**src/rtl/mem_bus_responder_if.sv**
```systemverilog
// CPU memory bus plus downstream TX valid/ready channel for mem_bus_responder.
// master = CPU/consumer side, slave = responder side.
interface mem_bus_responder_if;
   logic [15:0] addr_in;
   logic [7:0]  data_in;
   logic [7:0]  data_out;
   logic        ram_wr;
   logic        ram_oe;
   logic [7:0]  tx_data;
   logic        tx_valid;
   logic        tx_ready;

   modport master (
      output addr_in, data_in, ram_wr, ram_oe, tx_ready,
      input  data_out, tx_data, tx_valid
   );

   modport slave (
      input  addr_in, data_in, ram_wr, ram_oe, tx_ready,
      output data_out, tx_data, tx_valid
   );
endinterface

```
**src/rtl/mem_bus_responder.sv**
```systemverilog
// Memory bus responder: byte RAM, TX data port into a FIFO, sticky status register.
// Optional write protection of the low RAM region below ROM_TOP is enabled by defining ROM_WP_EN.
module mem_bus_responder #(
   parameter int          RAM_AW  = 8,
   parameter logic [15:0] IO_BASE = 16'hFF00,
   parameter int          FIFO_AW = 3,
   parameter logic [15:0] ROM_TOP = 16'h0040
) (
   input  logic               clk,
   input  logic               reset,
   mem_bus_responder_if.slave bus
);
   localparam int DEPTH = 1 << FIFO_AW;
   localparam int CW    = FIFO_AW + 1;

   logic [7:0]         ram_mem  [2**RAM_AW];
   logic [7:0]         fifo_mem [DEPTH];
   logic [FIFO_AW-1:0] rd_ptr_reg;
   logic [FIFO_AW-1:0] wr_ptr_reg;
   logic [CW-1:0]      count_reg;
   logic               ovf_reg;
   logic               wpf;

   logic is_ram, is_txd, is_stat;
   logic full, empty, push, pop, push_ok, stat_rd, wp_hit;
   logic [3:0] count_ext;

   assign is_ram  = (bus.addr_in >> RAM_AW) == 16'd0;
   assign is_txd  = bus.addr_in == IO_BASE;
   assign is_stat = bus.addr_in == (IO_BASE + 16'd1);

   assign full      = count_reg == CW'(DEPTH);
   assign empty     = count_reg == '0;
   assign count_ext = 4'(count_reg);

   // Pop is resolved first, so a full FIFO still accepts a push on a draining edge.
   assign pop     = !empty && bus.tx_ready;
   assign push    = bus.ram_wr && is_txd;
   assign push_ok = push && (!full || pop);
   assign stat_rd = bus.ram_oe && is_stat;

`ifdef ROM_WP_EN
   logic wpf_reg;
   assign wp_hit = is_ram && (bus.addr_in < ROM_TOP);
   assign wpf    = wpf_reg;

   always_ff @(posedge clk or posedge reset) begin
      if (reset)
         wpf_reg <= 1'b0;
      else if (bus.ram_wr && wp_hit)
         wpf_reg <= 1'b1;
      else if (stat_rd)
         wpf_reg <= 1'b0;
   end
`else
   logic unused_rom_top;
   assign unused_rom_top = ^ROM_TOP;
   assign wp_hit         = 1'b0;
   assign wpf            = 1'b0;
`endif

   // Storage arrays are deliberately not reset; RAM survives a reset.
   always_ff @(posedge clk) begin
      if (bus.ram_wr && is_ram && !wp_hit)
         ram_mem[bus.addr_in[RAM_AW-1:0]] <= bus.data_in;
      if (push_ok)
         fifo_mem[wr_ptr_reg] <= bus.data_in;
   end

   always_ff @(posedge clk or posedge reset) begin
      if (reset) begin
         rd_ptr_reg <= '0;
         wr_ptr_reg <= '0;
         count_reg  <= '0;
         ovf_reg    <= 1'b0;
      end else begin
         if (pop)
            rd_ptr_reg <= rd_ptr_reg + 1'b1;
         if (push_ok)
            wr_ptr_reg <= wr_ptr_reg + 1'b1;
         count_reg <= count_reg + CW'(push_ok) - CW'(pop);
         if (push && !push_ok)
            ovf_reg <= 1'b1;
         else if (stat_rd)
            ovf_reg <= 1'b0;
      end
   end

   assign bus.tx_valid = !empty;
   assign bus.tx_data  = empty ? 8'h00 : fifo_mem[rd_ptr_reg];

   always_comb begin
      bus.data_out = 8'h00;
      if (!reset && bus.ram_oe) begin
         if (is_ram)
            bus.data_out = ram_mem[bus.addr_in[RAM_AW-1:0]];
         else if (is_txd)
            bus.data_out = 8'h00;
         else if (is_stat)
            bus.data_out = {ovf_reg, wpf, full, empty, count_ext};
         else
            bus.data_out = 8'hFF;
      end
   end
endmodule

```
**src/flat_wrapper.sv**
```systemverilog
// flat-port wrapper written by rule: the top's interface ports become plain ports
module mem_bus_responder_flat 
#(
   parameter int          RAM_AW  = 8,
   parameter logic [15:0] IO_BASE = 16'hFF00,
   parameter int          FIFO_AW = 3,
   parameter logic [15:0] ROM_TOP = 16'h0040
)
  (clk, reset, bus_addr_in, bus_data_in, bus_ram_wr, bus_ram_oe, bus_tx_ready, bus_data_out, bus_tx_data, bus_tx_valid);
  mem_bus_responder_if bus_i ();
  input  logic clk;
  input  logic reset;
  input wire logic [$bits(bus_i.addr_in)-1:0] bus_addr_in;
  input wire logic [$bits(bus_i.data_in)-1:0] bus_data_in;
  input wire logic [$bits(bus_i.ram_wr)-1:0] bus_ram_wr;
  input wire logic [$bits(bus_i.ram_oe)-1:0] bus_ram_oe;
  input wire logic [$bits(bus_i.tx_ready)-1:0] bus_tx_ready;
  output wire logic [$bits(bus_i.data_out)-1:0] bus_data_out;
  output wire logic [$bits(bus_i.tx_data)-1:0] bus_tx_data;
  output wire logic [$bits(bus_i.tx_valid)-1:0] bus_tx_valid;
  assign bus_i.addr_in = bus_addr_in;
  assign bus_i.data_in = bus_data_in;
  assign bus_i.ram_wr = bus_ram_wr;
  assign bus_i.ram_oe = bus_ram_oe;
  assign bus_i.tx_ready = bus_tx_ready;
  assign bus_data_out = bus_i.data_out;
  assign bus_tx_data = bus_i.tx_data;
  assign bus_tx_valid = bus_i.tx_valid;
  mem_bus_responder #(.RAM_AW(RAM_AW), .IO_BASE(IO_BASE), .FIFO_AW(FIFO_AW), .ROM_TOP(ROM_TOP)) u_core (.clk(clk), .reset(reset), .bus(bus_i));
endmodule
```
**config.mk**
```make
export PLATFORM = sky130hd
export DESIGN_NAME = mem_bus_responder_flat
export DESIGN_NICKNAME = d
export VERILOG_FILES = /design/src/rtl/mem_bus_responder_if.sv /design/src/rtl/mem_bus_responder.sv /design/src/flat_wrapper.sv
export SDC_FILE = /design/constraint.sdc
export NUM_CORES = 2
export LEC_CHECK = 0
export CAP_MARGIN = 20
export CORE_ASPECT_RATIO = 1.1
export CORE_MARGIN = 8
export CORE_UTILIZATION = 35
export CTS_BUF_LIST = sky130_fd_sc_hd__clkbuf_4 sky130_fd_sc_hd__clkbuf_8
export CTS_CLUSTER_SIZE = 24
export DETAILED_ROUTE_END_ITERATION = 7
export HOLD_SLACK_MARGIN = 0.05
export PLACE_DENSITY = 0.5
export RECOVER_POWER = 25
export REMOVE_ABC_BUFFERS = 1
export SLEW_MARGIN = 40
export SYNTH_ARGS = -nofsm -noshare
export SYNTH_HDL_FRONTEND = slang
export SYNTH_SLANG_ARGS = --single-unit
```
**constraint.sdc**
```tcl
create_clock -name clk -period 3.79 [get_ports clk]
set_input_delay 0.9475 -clock clk [delete_from_list [all_inputs] [get_ports clk]]
set_output_delay 0.9475 -clock clk [all_outputs]
set_load 0.02 [all_outputs]
```
# == After elaboration in Yosys (flattened, before gate mapping) ==
# Memories as Yosys holds them, arrays and structs flattened.
# Index checks and enable logic that the tools add are counted.
# Widths: inputs -> output; s select.
# word_totals
inputBits,29
ram_bits,2112
n_memories,2
wordCells,39
out_inout_bits,17
ff_bits,11
# classes
eq_ne,3
reduce_logical,15
muxes,11
n_addsub,4
# memory_table
name,words,width,read_ports,rd_ports_with_merged_regs,wr,line,source
u_core.ram_mem,256,8,1,0,1,mem_bus_responder.sv:16,logic [7:0] ram_mem [2**RAM_AW];
u_core.fifo_mem,8,8,1,0,1,mem_bus_responder.sv:17,logic [7:0] fifo_mem [DEPTH];
# op_table
cell,n
$mux 8,5
$eq 16x16->1 const B,2
$logic_not 16->1,1
$logic_and 1x1->1,7
$add 3x1->3 const B,2
$mux 1,6
$add 4x1->4,1
$eq 4x4->1 const B,1
$logic_not 1->1,4
$logic_not 4->1,1
$sub 4x1->4,1
$reduce_bool 2->1,1
$logic_or 1x1->1,1

# == Logic depth before layout (Yosys ltp) ==
# logic_depth
depth_word,8
depth_mapped,13
mapped_depth_nobuf,11

# == Worst setup path before layout ==
# Ideal clock, no wire load.
# synth_path
kind,input to output
start,in bus_addr_in[0]
end,out bus_data_out[6]
n_path_buf,4
path_slack_ns,-0.294
path_stages,11
t_arrival_ns,3.136
required_ns,2.843
path_cell_list,buf_4 > buf_4 > buf_4 > buf_2 > mux2i_1 > nand2_1 > nand3_1 > nand3_1 > a311oi_1 > nor2_1 > or4_1
# synth_between
elab_chain_cells,5
elab_cells_between_ends,7
cone_classes,eq/ne (2); mux (4); memory (1)
# synth_rtl
element,line,source
"start, declared",flat_wrapper.sv:13,input wire logic [$bits(bus_i.addr_in)-1:0] bus_addr_in;
branches (longest 3 deep; another with $mem_v2 256x8),--,
$mux 8 *,mem_bus_responder.sv:95,if (is_ram)
$mux 8 *,mem_bus_responder.sv:94,if (!reset && bus.ram_oe) begin
"end, declared",flat_wrapper.sv:18,output wire logic [$bits(bus_i.data_out)-1:0] bus_data_out;
# Every way passes the cells marked *.

# == Final worst setup path ==
# Ends and elaborated chain as after synthesis.

==> flow_summary.toml <==
[outcome]
status = "finished with violations"
violations = "capacitance limit, slew limit, setup timing"

[die]
row_count = 187
floorplan.die_area_sq_um = 253000
initial_core_util = 0.352
die_y_um = 526
core_area_sq_um = 236000
floorplan.io_pins = 46
die_w_um = 480

[min_path]
hp-class = "flop to flop"
hp-start = "u_core.ovf_reg$_DFFE_PP0P_"

[yosys]
synth.distinct_cells = 63
synth_most_common_cell = "edfxtp_1"
syn-cell-area_sq_um = 82800
ys_seq_area_frac = 0.769
yosys_register_bits = 2123
synthCells = 4079
synth_area_leaders = "edfxtp_1 (77%), mux4_2 (11%), mux2i_1 (3.5%)"
synth.largest_area_cell = "edfxtp_1"
ys.flop_type = "edfxtp_1"
synth-edff-count = 2112
synth_common_cells = "edfxtp_1 (2,112), mux4_2 (405), nor2_1 (314)"
synth.avg_cell_area_sq_um = 20.3
synth-async-reset-ratio = 0.00518
synth_top_area_frac = 0.766
ys_warn_count = 0

[timing]
setup_tns_ps = -7290
fin_crit_sh = 1.27
layout_setup_ws_ps = -1020
slew_headroom = -1.62
final-setup-viol-count = 8
maxSlewViolCount = 890
worstMarginPinSlew_ps = 3930
hold_viol = 0
fmax_mhz = 208
rsz0062_at_grt = "yes"
period_needed_ps = 4810
fin_skew_ps = 43.9

[power_and_ir_drop]
p_per_area_nw_per_um2 = 480
leakagePower_uw = 0.0349
ir_drop_uv = 224

[setup_path]
startpoint_type = "input port"
critPathSlowestCell = "or4_4"
end_kind = "output port"
cp.arrival_ps = 3860
rr_startpoint = "u_core.count_ext[2]$_DFF_PP0_"
cp_cell_sequence = "buf_16 > buf_12 > buf_4 > buf_4 > mux4_2 > a22oi_2 > a21oi_4 > nor3_4 > buf_6 > a21oi_2 > or4_4 > buf_6"
crit_family = "simple AND/OR/NAND/NOR gates"
cp_max_fo = 10
worstSetupPathType = "input port to output port"
worstPathBufferInverterCount = 6
cp-startpoint = "bus_addr_in[0]"
critical_path.max_stage_delay_ps = 580
crit_required_ps = 2840

[route]
dr.pass1.iters = 6
drt_iter0_markers = 4217
ant_nets = 0
vias_per_cell = 5.23
drc = 0
vias = 45400
wire_per_inst_um = 28.5
wirelength_um = 247000

[layout]
syn_to_final_growth_pct = 24.5
multiInputGateArea_sq_um = 18700
fin_nets = 5346
drive_above_1_share = 0.391
largest_reg_flops = 2048
n_fill_cell = 20500
area.sequential_sq_um = 63700

[global_route]
antenna_found_initial = 12
first_global_vias = 46800
grt_pass1_wl_um = 348000
grt_start_max_net_pins = 148
overflow = 0
track_usage = 0.190

[clock_tree]
cts_hold_buffers = 0
numCtsBuffers = 369
clockBufferDepth = 4
clkTransAtPathRegs_ps = 50
cts_sinks = 2123
clk_latency_ps = 1060
htree_levels = 5
cts_root_buffer = "clkbuf_8"
cts_tree = "done"

[place]
io_buffer_count = 45
dp_slack_ps = -2240
dp_hpwl_um = 160000
place_congestion = 0.861

[flow_run]
cap_viol_max_count = 13
report_power, final:
part	leakage, uW	switching [uW]	internal, uW
registers	0.0191	60.6	25900
clock network	0.00360	9110	10500
logic	0.0121	2170	1740
cells in the final DEF, fill, tap and decap left out, drive strengths merged, types with 55 or more instances in the layout:
| cell type | netlist | routed |
|---|---|---|
| edfxtp | 2112 | 2112 |
| buf | 154 | 1049 |
| clkbuf | 83 | 508 |
| mux4 | 405 | 405 |
| nor2 | 314 | 314 |
| mux2i | 286 | 286 |
| clkinv | 0 | 138 |
| nand2 | 95 | 95 |
| a22oi | 86 | 86 |
| o22ai | 69 | 69 |
| a21oi | 55 | 55 |
worst reg2reg max path, delay by kind of cell, from the launching register on:
family,cells,cell delay [ps]
flip-flops,1,360
AO/OA/AOI/OAI,1,630
buffers and inverters,5,890
AND/OR/NAND/NOR,4,770
adder cells (fa/ha/maj),1,190
stage by stage:
| stage | hold slack (ps) | utilization | std cells | instance area, sq um | power [uW] |
|---|---|---|---|---|---|
| 2_1_floorplan | 469 | - | 3842 | 81500 | 27700 |
| 3_3_place_gp | 462 | 0.398 | 7904 | 93800 | 29900 |
| 3_5_place_dp | 468 | 0.398 | 7905 | 93800 | 29900 |
| 4_1_cts | 136 | 0.435 | 8618 | 103000 | 50000 |
| 5_1_grt | 558 | 0.438 | 8692 | 103000 | 51200 |
| 6_report | 517 | 0.438 | 8693 | 103000 | 49500 |
timing repair:
action | 4_1_cts | 5_1_grt
pin swaps | 51 | 54
endpoints found under the setup margin | 17 | 10
endpoints found under the hold margin | 0 | 0
setup buffers | 75 | 78
resized for setup | 262 | 78
gates cloned | 11 | 0
final cells by class:
class,instances,share of cell area
Clock inverter,148,0.00756
Sequential cell,2123,0.618
Inverter,10,0.000376
Clock buffer,486,0.0579
Multi-Input combinational cell,1709,0.182
Antenna cell,3,0.0000728
Timing Repair Buffer,1096,0.0971
Tap cell,3118,0.0378
path summary, 6_finish.rpt:
kind	depth (start not counted)	slack, ps	to
worst max-delay path	12	-1020	bus_data_out[6]
worst min-delay path	2	520	u_core.ovf_reg$_DFFE_PP0P_
worst max register to register	11	640	u_core.fifo_mem[4][4]$_DFFE_PP_
worst min register to register	2	520	u_core.ovf_reg$_DFFE_PP0P_
max in group asynchronous	3	2640	u_core.rd_ptr_reg[0]$_DFFE_PP0P_
min in group asynchronous	3	710	u_core.count_ext[0]$_DFF_PP0_
per-layer routing:
metal | track usage | share of wire
met1 | 0.254 | 0.42
met2 | 0.317 | 0.49
met5 | 0 | 0.000036
met3 | 0.0364 | 0.061
met4 | 0.0596 | 0.030
cell families after synthesis:
family	Yosys count	share of synthesized area
and+or+nand+nor	595	0.0327
xor gates and xnor gates	6	0.000634
adders and majority gates	8	0.00130
AOI/OAI and AO/OA	395	0.0334
muxes	705	0.147
DFF	2123	0.769
buffers and inverters	247	0.0164
Note: power is estimated with default switching activity, not from simulation.
